[src/rtl/seven_seg_scan_driver.sv]
// Multiplexed seven-segment scan driver with frame-synchronous display updates,
// leading-zero suppression, per-digit blink and ghost-blanking between slots.
module seven_seg_scan_driver #(
  parameter int unsigned NUM_DIGITS     = 4,
  parameter int unsigned REFRESH_DIV    = 50000,
  parameter int unsigned BLINK_FRAMES   = 64,
  parameter int unsigned HEX_MODE       = 1,
  parameter int unsigned SEG_ACTIVE_LOW = 1,
  parameter int unsigned AN_ACTIVE_LOW  = 1
) (
  input  logic                    clk,
  input  logic                    rst_n,
  input  logic                    load,
  input  logic [4*NUM_DIGITS-1:0] value_in,
  input  logic [NUM_DIGITS-1:0]   dp_in,
  input  logic [NUM_DIGITS-1:0]   blink_mask,
  input  logic                    blank_lz,
  output logic [7:0]              seg,
  output logic [NUM_DIGITS-1:0]   an,
  output logic                    frame_done
);

  localparam int unsigned SlotW  = $clog2(REFRESH_DIV);
  localparam int unsigned IdxW   = (NUM_DIGITS > 1) ? $clog2(NUM_DIGITS) : 1;
  localparam int unsigned BlinkW = (BLINK_FRAMES > 1) ? $clog2(BLINK_FRAMES) : 1;

  localparam logic [SlotW-1:0]      SlotLast  = SlotW'(REFRESH_DIV - 1);
  localparam logic [IdxW-1:0]       IdxLast   = IdxW'(NUM_DIGITS - 1);
  localparam logic [BlinkW-1:0]     BlinkLast = BlinkW'(BLINK_FRAMES - 1);
  localparam logic [7:0]            SegOff    = (SEG_ACTIVE_LOW != 0) ? 8'hFF : 8'h00;
  localparam logic [NUM_DIGITS-1:0] AnOff     = (AN_ACTIVE_LOW != 0) ? {NUM_DIGITS{1'b1}} : '0;

  logic [SlotW-1:0]        slot_q;
  logic [IdxW-1:0]         idx_q;
  logic [BlinkW-1:0]       blink_cnt_q;
  logic                    blink_off_q;
  logic                    pend_valid_q;
  logic [4*NUM_DIGITS-1:0] pend_val_q, disp_val_q;
  logic [NUM_DIGITS-1:0]   pend_dp_q, disp_dp_q;
  logic [NUM_DIGITS-1:0]   pend_blink_q, disp_blink_q;
  logic [7:0]              seg_q, seg_d;
  logic [NUM_DIGITS-1:0]   an_q, an_d;

  logic                    slot_last, wrap;
  logic [3:0]              cur_nib;
  logic                    cur_dp, cur_blink, cur_lz, all_zero;
  logic [NUM_DIGITS-1:0]   lz, an_raw;
  logic [7:0]              seg_raw;

  // Segment pattern in {g,f,e,d,c,b,a} order, active-high.
  function automatic logic [6:0] decode(input logic [3:0] n);
    logic [6:0] s;
    case (n)
      4'h0:    s = 7'b0111111;
      4'h1:    s = 7'b0000110;
      4'h2:    s = 7'b1011011;
      4'h3:    s = 7'b1001111;
      4'h4:    s = 7'b1100110;
      4'h5:    s = 7'b1101101;
      4'h6:    s = 7'b1111101;
      4'h7:    s = 7'b0000111;
      4'h8:    s = 7'b1111111;
      4'h9:    s = 7'b1101111;
      4'hA:    s = 7'b1110111;
      4'hB:    s = 7'b1111100;
      4'hC:    s = 7'b0111001;
      4'hD:    s = 7'b1011110;
      4'hE:    s = 7'b1111001;
      default: s = 7'b1110001;
    endcase
    if (HEX_MODE == 0 && n > 4'h9) s = 7'b0000000;
    return s;
  endfunction

  always_comb begin
    slot_last = (slot_q == SlotLast);
    wrap      = slot_last && (idx_q == IdxLast);

    // A digit is a leading zero when it and every digit above it are zero.
    all_zero = 1'b1;
    lz       = '0;
    for (int i = NUM_DIGITS - 1; i >= 1; i--) begin
      all_zero = all_zero & (disp_val_q[4*i +: 4] == 4'h0);
      lz[i]    = all_zero;
    end

    cur_nib   = 4'h0;
    cur_dp    = 1'b0;
    cur_blink = 1'b0;
    cur_lz    = 1'b0;
    an_raw    = '0;
    for (int i = 0; i < NUM_DIGITS; i++) begin
      if (idx_q == IdxW'(i)) begin
        cur_nib   = disp_val_q[4*i +: 4];
        cur_dp    = disp_dp_q[i];
        cur_blink = disp_blink_q[i];
        cur_lz    = lz[i];
        an_raw[i] = 1'b1;
      end
    end

    seg_raw = {cur_dp, decode(cur_nib)};
    if (blank_lz && cur_lz)        seg_raw[6:0] = 7'b0000000;
    if (blink_off_q && cur_blink)  seg_raw      = 8'h00;
    // Ghost-blank: no anode is driven while the segment lines settle.
    if (slot_q == '0)              an_raw       = '0;

    seg_d      = seg_raw ^ SegOff;
    an_d       = an_raw ^ AnOff;
    frame_done = wrap & rst_n;
  end

  always_ff @(posedge clk) begin
    if (!rst_n) begin
      slot_q       <= '0;
      idx_q        <= '0;
      blink_cnt_q  <= '0;
      blink_off_q  <= 1'b0;
      pend_valid_q <= 1'b0;
      pend_val_q   <= '0;
      pend_dp_q    <= '0;
      pend_blink_q <= '0;
      disp_val_q   <= '0;
      disp_dp_q    <= '0;
      disp_blink_q <= '0;
      seg_q        <= SegOff;
      an_q         <= AnOff;
    end else begin
      seg_q  <= seg_d;
      an_q   <= an_d;
      slot_q <= slot_last ? '0 : slot_q + 1'b1;
      if (slot_last) idx_q <= (idx_q == IdxLast) ? '0 : idx_q + 1'b1;

      if (wrap) begin
        if (blink_cnt_q == BlinkLast) begin
          blink_cnt_q <= '0;
          blink_off_q <= ~blink_off_q;
        end else begin
          blink_cnt_q <= blink_cnt_q + 1'b1;
        end
        // Commit only at the frame boundary; a coincident load bypasses pending.
        if (load) begin
          disp_val_q   <= value_in;
          disp_dp_q    <= dp_in;
          disp_blink_q <= blink_mask;
        end else if (pend_valid_q) begin
          disp_val_q   <= pend_val_q;
          disp_dp_q    <= pend_dp_q;
          disp_blink_q <= pend_blink_q;
        end
        pend_valid_q <= 1'b0;
      end else if (load) begin
        pend_val_q   <= value_in;
        pend_dp_q    <= dp_in;
        pend_blink_q <= blink_mask;
        pend_valid_q <= 1'b1;
      end
    end
  end

  assign seg = seg_q;
  assign an  = an_q;

endmodule
[config.mk]
export PLATFORM = sky130hd
export DESIGN_NAME = seven_seg_scan_driver
export DESIGN_NICKNAME = d
export VERILOG_FILES = /design/src/rtl/seven_seg_scan_driver.sv
export SDC_FILE = /design/constraint.sdc
export NUM_CORES = 1
export LEC_CHECK = 0
export CORE_ASPECT_RATIO = 0.9
export CORE_MARGIN = 8
export CORE_UTILIZATION = 51
export DETAILED_ROUTE_END_ITERATION = 6
export PLACE_DENSITY = 0.84
export SLEW_MARGIN = 25
export SYNTH_ARGS = -nofsm -noshare
export SYNTH_HDL_FRONTEND = slang
export SYNTH_SLANG_ARGS = --single-unit
[constraint.sdc]
create_clock -name clk -period 2.3 [get_ports clk]
set_input_delay 0.46 -clock clk [delete_from_list [all_inputs] [get_ports clk]]
set_output_delay 0.46 -clock clk [all_outputs]
set_load 0.02 [all_outputs]
==> results.yml <==
clocking:
  cts-htree-levels: 3
  cts_tree: "built"
  clk_path_buf_depth: 2
  clock_latency_ns: 0.37
  cts_root_buf: "clkbuf_8"
  clock_sinks: 86
  clk_pin_slew_ns: 0.08
  cts_buffers: 9
power:
  p_sw_mw: 0.673
  internal_power_mw: 2.25
  power_density_nw_per_um2: 606
  comb_power_share_pct: 7.7
  clkPwrFrac_pct: 39.5
  peakVddDrop_mv: 0.481
  p_sw_share_pct: 23.0
  seqPwrFrac_pct: 52.8
  power.leakage_nw: 1.84
floorplanning:
  die_width_um: 109
  start_util_pct: 52.3
  coreArea_um2: 7510
  die_area_um2: 10800
  rows: 30
  die_h_um: 99.3
  io_pins: 41
cells_and_area:
  layout-drive-gt1-share_pct: 12.1
  layout_commonest_cell: "dfxtp_1"
  ff_latch_area_um2: 1720
  multi_input_area_um2: 2100
  diodes: 0
  final_cell_mix: "dfxtp_1 (84), nor2_1 (54), nand2_1 (51), clkdlybuf4s50_1 (39), nand3_1 (36)"
  fin_area_um2: 4830
  fin_nets: 542
  fin_cells: 602
  syn2layout_area_growth_pct: 23.0
  fillCellCount: 616
worst_hold_path:
  hold_depth: 2
  holdCritStartpoint: "pend_val_q[4]"
  hp-class: "flip-flop to flip-flop"
  hold_path_end: "pend_val_q[4]"
yosys:
  syn_area_um2: 3930
  synth-main-ff-cell: "dfxtp_1"
  muxShareOfSynthArea_pct: 7.42
  syn_area_per_cell_um2: 8.66
  synth-xor-area-share_pct: 3.57
  synth_top_family_by_area: "simple AND/OR/NAND/NOR gates"
  synth_warnings: 0
  syn_nets: 495
  async_flop_share_pct: 0
  synth_fa_ha_area_share_pct: 4.14
  netlist_instances: 454
  synth_compound_area_share_pct: 14.6
  ys_seq_area_share_pct: 43.8
  synth-seq-cells: 86
  synth_edf_count: 0
  synth-simple-area-share_pct: 22.4
  yosysUniqueCellTypes: 45
setup_path:
  reg2reg_from: "slot_q[7]"
  crit_path_start_kind: "flip-flop"
  required_ns: 1.84
  rrSetupSlack_ns: 0.10
  end_kind: "output port"
  r2r_cells: 7
  arrival_ns: 1.78
  worstSetupPathType: "flip-flop to output port"
  crit_fanout: 2
  rr_endpoint: "disp_val_q[1]"
drt:
  vias_per_cell: 5.60
  ant_nets: 0
  initialDrtViolationCount: 158
  first_pass_iters: 4
  wirelength_um: 9150
  vias: 3373
  route.detailed.drc: 0
  wl_per_cell_um: 15.2
flow_run:
  cap_violations: 0
placement:
  portBuffers: 40
  dpl_worst_slack_ns: -0.0174
  gp_congestion: 0.856
  dp_cells: 584
  placed_area_um2: 4550
  hpwl_um: 6310
sta:
  max_slew_margin_pct: 68.6
  layout_setup_ws_ns: 0.0637
  fin_crit_ns: 2.24
  setup_tns_ns: 0
  rsz0062_at_grt: "yes"
  hold_viol: 0
  fin_hold_ws_ns: 0.473
  setup_viol: 0
  max_freq_mhz: 447
  slew_viol_final: 0
  skew_ns: 0.0179
  min_period_over_period_pct: 97.2
  tightest_slew_ns: 0.471
global_route:
  globalRoute.totalOverflow: 0
  grt_pass1_wl_um: 15100
  grt_usage_pct: 17.3
  grt_start_max_net_pins: 51
  grt_pass1_vias: 3181
  antenna_found_initial: 0
run_status:
  status: "finished clean"
[metal layers]
layer | share of wire, % | GRT usage [%] | vias to the layer above
met5 | 0 | 0 | -
met2 | 47 | 27.4 | 75
met4 | 2.2 | 6.20 | 0
met1 | 46 | 21.6 | 1586
li1 | - | - | 1697
met3 | 4.4 | 5.24 | 15
[logic make-up (layout without fill, tap and decap cells)]
group / Yosys count / after routing
adder cells (fa/ha/maj): 13 / 13
AND/OR/NAND/NOR: 182 / 182
XOR/XNOR: 16 / 16
flip-flops: 86 / 86
AO/OA/AOI/OAI: 88 / 88
multiplexers: 29 / 29
buffers and inverters: 40 / 92
[worst max-delay path by stage]
stage	start	to	slack, ns	cells after the start
finish	slot_q[7]	frame_done	0.06	5
global route	idx_q[1]	seg[3]	-0.04	10
CTS	idx_q[1]	seg[3]	0.01	10
detailed placement	slot_q[7]	frame_done	-0.02	5
global placement	slot_q[7]	frame_done	0.02	5
floorplan	idx_q[0]	seg[3]	0.03	10
[cell type report]
class	instances	area share [%]
multi-input combinational	328	43.4
sequential	86	35.7
timing repair buffer	65	13.0
clock buffer	10	2.64
tap	96	2.49
clock inverter	6	1.94
inverter	11	0.854
[what timing repair did]
action	4_1_cts	5_1_grt
hold buffers	0	0
hold endpoints to repair	0	0
pin swaps	1	2
setup buffers	0	1
resized for setup	4	13
setup endpoints to repair	2	9
gates cloned	0	1
[metrics by stage]
stage / utilization (%) / power [mW]
floorplan: - / 1.70
global placement: 60.6 / 1.79
detailed placement: 60.6 / 1.80
CTS: 63.4 / 2.95
global route: 64.4 / 3.05
finish: 64.4 / 2.93
[power groups by stage]
stage	Combinational, mW	Clock, mW	Sequential [mW]
after detailed placement	0.222	0	1.58
after floorplan	0.110	0	1.59
after global routing	0.246	1.25	1.55
after CTS	0.224	1.18	1.54
final	0.224	1.16	1.55
after global placement	0.216	0	1.58
[cells in the mapped netlist, types with 5 or more instances]
cell / instances / area, um^2
buf_2: 9 / 45.0
nand4_1: 7 / 43.8
inv_1: 10 / 37.5
o21ai_0: 28 / 140
dfxtp_1: 86 / 1720
nor2b_1: 5 / 31.3
ha_1: 13 / 163
a21oi_1: 11 / 55.1
xor2_1: 9 / 78.8
nor2_1: 54 / 203
clkbuf_1: 18 / 67.6
mux2i_1: 28 / 280
a211oi_1: 28 / 210
xnor2_1: 7 / 61.3
nand2_1: 51 / 191
nand3_1: 36 / 180
[flip-flops by register name (all words and copies together), names as in the netlist]
signal and cells:
disp_blink_q 4, disp_val_q 16, pend_dp_q 4, pend_valid_q 1, blink_cnt_q 6, pend_val_q 16
pend_blink_q 4, slot_q 16, seg 8, idx_q 2, disp_dp_q 4, blink_off_q 1
an 4
[worst max-delay path, stage by stage, from the launching register on]
cell,delay (ns)
dfxtp_2,0.33
or4_4,0.54
nor4_4,0.17
nand4_1,0.13
nor2_1,0.11
buf_4,0.15
No activity file was read; power rests on OpenSTA's default activity.
